<file path="src/rtl/frame_phase_scheduler.sv">
// frame_phase_scheduler
//
// Sequences one image frame through three phases that share a single
// dual-port SRAM:
//   LOAD   - pixels arriving from SPI are written to SRAM port A at
//            consecutive addresses 0..IMAGE_SIZE-1.
//   DITHER - the dithering engine owns both SRAM ports; its requests are
//            forwarded combinationally. A one-cycle eng_start pulse
//            opens the phase and eng_done closes it.
//   STREAM - pixels are read back over port B one at a time and handed to
//            the MCU with a valid/ack handshake (mcu_rx_rdy/stream_ack).
//
// Ports
//   clk, rst                  clock, asynchronous active-low reset
//   mcu_tx_rdy                frame start request (honoured in IDLE only)
//   spi_valid, spi_byte       incoming pixel stream
//   eng_start, eng_done       dithering engine handshake
//   eng_addr_a/_b, eng_data_a, eng_wren_a, eng_rden_b
//                             engine SRAM requests (honoured in DITHER only)
//   sram_addr_a/_b, sram_data_a, sram_wren_a, sram_rden_b
//                             arbitrated SRAM drive
//   sram_q_b                  SRAM port B read data (one-cycle latency)
//   mcu_rx_rdy, stream_data, stream_ack
//                             outgoing pixel handshake
//   busy, frame_done, overrun status: not idle / end-of-frame pulse /
//                             sticky "spi_valid outside LOAD" flag
module frame_phase_scheduler #(
  parameter int IMAGEX     = 64,
  parameter int IMAGEY     = 64,
  parameter int IMAGE_SIZE = IMAGEX * IMAGEY,
  parameter int RGB_SIZE   = 8
) (
  input  logic                clk,
  input  logic                rst,
  input  logic                mcu_tx_rdy,
  input  logic                spi_valid,
  input  logic [RGB_SIZE-1:0] spi_byte,
  output logic                eng_start,
  input  logic                eng_done,
  input  logic [15:0]         eng_addr_a,
  input  logic [15:0]         eng_addr_b,
  input  logic [RGB_SIZE-1:0] eng_data_a,
  input  logic                eng_wren_a,
  input  logic                eng_rden_b,
  output logic [15:0]         sram_addr_a,
  output logic [15:0]         sram_addr_b,
  output logic [RGB_SIZE-1:0] sram_data_a,
  output logic                sram_wren_a,
  output logic                sram_rden_b,
  input  logic [RGB_SIZE-1:0] sram_q_b,
  output logic                mcu_rx_rdy,
  output logic [RGB_SIZE-1:0] stream_data,
  input  logic                stream_ack,
  output logic                busy,
  output logic                frame_done,
  output logic                overrun
);

  localparam int               CNT_W    = $clog2(IMAGE_SIZE) + 1;
  localparam logic [CNT_W-1:0] LAST_PIX = CNT_W'(IMAGE_SIZE - 1);
  localparam logic [CNT_W-1:0] CNT_ONE  = CNT_W'(1);

  typedef enum logic [2:0] {
    S_IDLE,
    S_LOAD,
    S_DITHER,
    S_STREAM_RD,
    S_STREAM_CAP,
    S_STREAM_HOLD
  } state_t;

  state_t              state_q, state_d;
  logic [CNT_W-1:0]    pix_cnt_q, pix_cnt_d;
  logic [RGB_SIZE-1:0] stream_data_q, stream_data_d;
  logic                overrun_q, overrun_d;
  logic                eng_start_q, eng_start_d;
  logic                frame_done_q, frame_done_d;

  // State register: reset reaches every flop so that the block is quiet
  // immediately, even in the middle of a frame.
  always_ff @(posedge clk or negedge rst) begin
    if (!rst) begin
      state_q       <= S_IDLE;
      pix_cnt_q     <= '0;
      stream_data_q <= '0;
      overrun_q     <= 1'b0;
      eng_start_q   <= 1'b0;
      frame_done_q  <= 1'b0;
    end else begin
      state_q       <= state_d;
      pix_cnt_q     <= pix_cnt_d;
      stream_data_q <= stream_data_d;
      overrun_q     <= overrun_d;
      eng_start_q   <= eng_start_d;
      frame_done_q  <= frame_done_d;
    end
  end

  // Next-state and SRAM arbitration
  always_comb begin
    state_d       = state_q;
    pix_cnt_d     = pix_cnt_q;
    stream_data_d = stream_data_q;
    overrun_d     = overrun_q;
    eng_start_d   = 1'b0;
    frame_done_d  = 1'b0;
    sram_addr_a   = '0;
    sram_addr_b   = '0;
    sram_data_a   = '0;
    sram_wren_a   = 1'b0;
    sram_rden_b   = 1'b0;
    mcu_rx_rdy    = 1'b0;

    case (state_q)
      S_IDLE: begin
        if (mcu_tx_rdy) begin
          state_d   = S_LOAD;
          pix_cnt_d = '0;
          overrun_d = 1'b0;
        end
      end

      S_LOAD: begin
        if (spi_valid) begin
          sram_addr_a = 16'(pix_cnt_q);
          sram_data_a = spi_byte;
          sram_wren_a = 1'b1;
          if (pix_cnt_q == LAST_PIX) begin
            state_d     = S_DITHER;
            pix_cnt_d   = '0;
            // Registered so the pulse lands in the first DITHER cycle.
            eng_start_d = 1'b1;
          end else begin
            pix_cnt_d = pix_cnt_q + CNT_ONE;
          end
        end
      end

      S_DITHER: begin
        sram_addr_a = eng_addr_a;
        sram_addr_b = eng_addr_b;
        sram_data_a = eng_data_a;
        sram_wren_a = eng_wren_a;
        sram_rden_b = eng_rden_b;
        if (eng_done) begin
          state_d = S_STREAM_RD;
        end
      end

      S_STREAM_RD: begin
        sram_addr_b = 16'(pix_cnt_q);
        sram_rden_b = 1'b1;
        state_d     = S_STREAM_CAP;
      end

      S_STREAM_CAP: begin
        // SRAM read data is valid now, one cycle after the read strobe.
        stream_data_d = sram_q_b;
        state_d       = S_STREAM_HOLD;
      end

      S_STREAM_HOLD: begin
        mcu_rx_rdy = 1'b1;
        if (stream_ack) begin
          if (pix_cnt_q == LAST_PIX) begin
            state_d      = S_IDLE;
            pix_cnt_d    = '0;
            frame_done_d = 1'b1;
          end else begin
            pix_cnt_d = pix_cnt_q + CNT_ONE;
            state_d   = S_STREAM_RD;
          end
        end
      end

      default: begin
        state_d = S_IDLE;
      end
    endcase

    // A pixel offered outside LOAD is dropped (never written) and flagged.
    // This also wins over the clear on a frame start in the same cycle.
    if (spi_valid && (state_q != S_LOAD)) begin
      overrun_d = 1'b1;
    end
  end

  assign busy        = (state_q != S_IDLE);
  assign eng_start   = eng_start_q;
  assign frame_done  = frame_done_q;
  assign overrun     = overrun_q;
  assign stream_data = stream_data_q;

endmodule

</file>
<file path="config.mk">
export PLATFORM = sky130hd
export DESIGN_NAME = frame_phase_scheduler
export DESIGN_NICKNAME = d
export VERILOG_FILES = /design/src/rtl/frame_phase_scheduler.sv
export SDC_FILE = /design/constraint.sdc
export NUM_CORES = 1
export LEC_CHECK = 0
export ABC_CLOCK_PERIOD_IN_PS = 3500
export CORE_MARGIN = 2
export CORE_UTILIZATION = 35
export CTS_CLUSTER_SIZE = 28
export DETAILED_ROUTE_END_ITERATION = 6
export PLACE_DENSITY = 0.77
export SYNTH_ARGS = -nofsm -noshare
export SYNTH_HDL_FRONTEND = slang
export SYNTH_SLANG_ARGS = --single-unit
</file>
<file path="constraint.sdc">
create_clock -name clk -period 3.5 [get_ports clk]
set_clock_uncertainty 0.1 [all_clocks]
set_input_delay 0.525 -clock clk [delete_from_list [all_inputs] [get_ports clk]]
set_output_delay 0.525 -clock clk [all_outputs]
set_load 0.005 [all_outputs]
</file>
==> impl_metrics.toml, run 1 <==
[global_routing]
antenna_found_initial = 0
first_global_vias = 1816
grt_first_pass_wirelength_um = 9377
grt_max_degree = 42
overflow = 0
track_usage = 0.2180

[critical_path]
crit_fanout = 23
arrival_ns = 2.44
slowest_stage = "dfrtp_1"
critPathLaunchType = "register"
cp-end-kind = "output pin"
max_stage_delay_ns = 0.69
path_class = "register to output pin"
cp_num_buf_inv = 2
r2r_slack_ns = 1.22
cp_top_family = "buffers and inverters"
critPathRequiredTime_ns = 2.87
crit_chain = "and2b_1 > and3_1 > buf_4 > a22o_1 > clkdlybuf4s50_1"

[layout]
fill_cells = 455
antenna_cells = 0
multiInputGateArea_sq_um = 1022
final_layout_size_suffix_gt1_frac = 0.08389
utilization = 0.6348
finalNetCount = 364
syn_to_final_growth_pct = 71.39
area.sequential_sq_um = 675.6

[synthesis]
yosysTopAreaCell = "dfrtp_1"
yosys-top-cells-count = "a22o_1 (41), dfrtp_1 (27), clkbuf_1 (14)"
synth_area_per_cell_sq_um = 9.440
synth_cells = 189
ys.flop_type = "dfrtp_1"
synthArstFlopShare = 1.000
netlist_area_sq_um = 1784
ys_seq_area_frac = 0.3787
ys_ff_latch = 27
ys_top_cells_by_area = "dfrtp_1 (38%), a22o_1 (20%), mux2_2 (5.7%), clkbuf_1 (2.9%), and2_1 (2.8%)"
synth_most_common_cell = "a22o_1"
synth.distinct_cells = 43
synth_edf_count = 0
yosysTopAreaCellShare = 0.3787
ys_warn_count = 0
synth_fp_nets = 254

[die]
core_area_sq_um = 4817
fp.dieArea_sq_um = 5685
chipWidth_um = 75.40
io_pins = 119
start_util = 0.3704
rows = 25
die_y_um = 75.40

[sta]
finalSetupViolCount = 0
grt_setup_unrepaired = "false"
finalCritPeriodShare = 0.8747
fmax_ghz = 0.3266
hold_violations = 0
post-route-min-period_ns = 3.061
maxSlewHeadroom = 0.5096
worstMarginPinSlew_ns = 0.7289
fin_setup_tns_ns = 0
drv_slew = 0

[pwr]
leakage_nw = 1.250
ir_worst_vdd_mv = 0.2843
p_per_area_nw_per_um2 = 266.3

[detailed_routing]
vias = 1981
drt_pass1_iterations = 4
drt_iter0_markers = 90
wl_um = 6432
vias_per_cell = 5.427
drc = 0
antenna_left = 0
wl_per_cell_um = 17.62

[clock_tree]
cts.root.buffer_cell = "clkbuf_8"
cts_tree = "done"
htree_levels = 1
cts_buffers = 3
post_cts_buffers = 0
cts_sinks = 27
path_clk_slew_ns = 0.11
cts_resized = 0
postCtsHoldBufs = 0
clock_latency_ns = 0.29
cts_buffer_depth = 2

[placement]
hpwl_um = 4873
portBuffers = 118
gp_congestion = 0.8340

[run_status]
status = "complete, no violations"

[flow_run]
max_cap_viol_count = 0

[min_path]
min_path_type = "register to register"
==> cell families after synthesis <==
family                     synth area share
AOI/OAI and AO/OA                    0.3177
and+or+nand+nor                      0.1844
DFF                                  0.3787
buffers and inverters               0.04979
muxes                               0.06241
adders and majority gates          0.007012
==> report_power, final <==
part | leakage (nW) | switching, mW | internal (mW)
Combinational | 0.874 | 0.0673 | 0.146
Sequential | 0.350 | 0.0666 | 0.338
Clock | 0.0261 | 0.112 | 0.0840
Total | 1.25 | 0.246 | 0.568
==> cells in the final DEF, fill, tap and decap left out, drive strengths merged, types with 8 or more instances in the layout <==
cell           instances
a22o                  41
and2                   8
clkdlybuf4s50        118
dfrtp                 27
mux2                   9
nand2                 13
nor2                   8
o21ai                 11
==> worst paths after layout <==
kind	end	cells after the start	startpoint
hold reg to reg	stream_data[6]$_DFFE_PN0P_	1	stream_data[6]$_DFFE_PN0P_
hold / removal	stream_data[6]$_DFFE_PN0P_	1	stream_data[6]$_DFFE_PN0P_
max in group asynchronous	pix_cnt_q[10]$_DFFE_PN0P_	2	rst
min in group asynchronous	stream_data[5]$_DFFE_PN0P_	2	rst
setup reg to reg	pix_cnt_q[9]$_DFFE_PN0P_	4	state_q[0]$_DFFE_PN0P_
setup / recovery	sram_data_a[6]	5	state_q[0]$_DFFE_PN0P_
==> stage by stage <==
step           power, mW  cell area (sq um)  setup WS (ns)  hold WS [ns]  std cells
4_1_cts           0.8217               3058         0.4195        0.4212        365
2_1_floorplan     0.4690               1784          1.444        0.1294        189
6_report          0.8142               3058         0.4386        0.4163        365
3_3_place_gp      0.6193               3008         0.6509        0.3888        361
3_5_place_dp      0.6236               3008         0.6240        0.3951        361
5_1_grt           0.8613               3058         0.3094        0.4479        365
==> final cells by class <==
cell class	instances	area share
inverters	2	0.002455
flip-flops and latches	27	0.2209
well taps	67	0.02741
clock inverters	1	0.002864
multi-input cells	142	0.3343
repair buffers	123	0.3985
clock buffers	3	0.01350
==> routing by layer <==
layer | part of all wire | vias to the layer above | GRT usage | wire length (um)
li1 | - | 942 | - | -
met1 | 0.39 | 949 | 0.2759 | 2510
met2 | 0.50 | 81 | 0.3739 | 3225
met3 | 0.090 | 9 | 0.04497 | 581
met4 | 0.018 | 0 | 0.06823 | 114
met5 | 0 | - | 0 | 0
==> flip-flops by register name, indices dropped and copies added, names as in the netlist <==
| name | cells |
|---|---|
| pix_cnt_q | 13 |
| stream_data | 8 |
| state_q | 3 |
| overrun | 1 |
| eng_start | 1 |
| frame_done | 1 |
Power figures use the tool's default switching activity.
==> run 2: changes to the inputs <==
- CTS_CLUSTER_SIZE: 28 -> default
==> results of run 2 <==
Same layout as run 1: the final DEF is identical, and so are final timing and power.
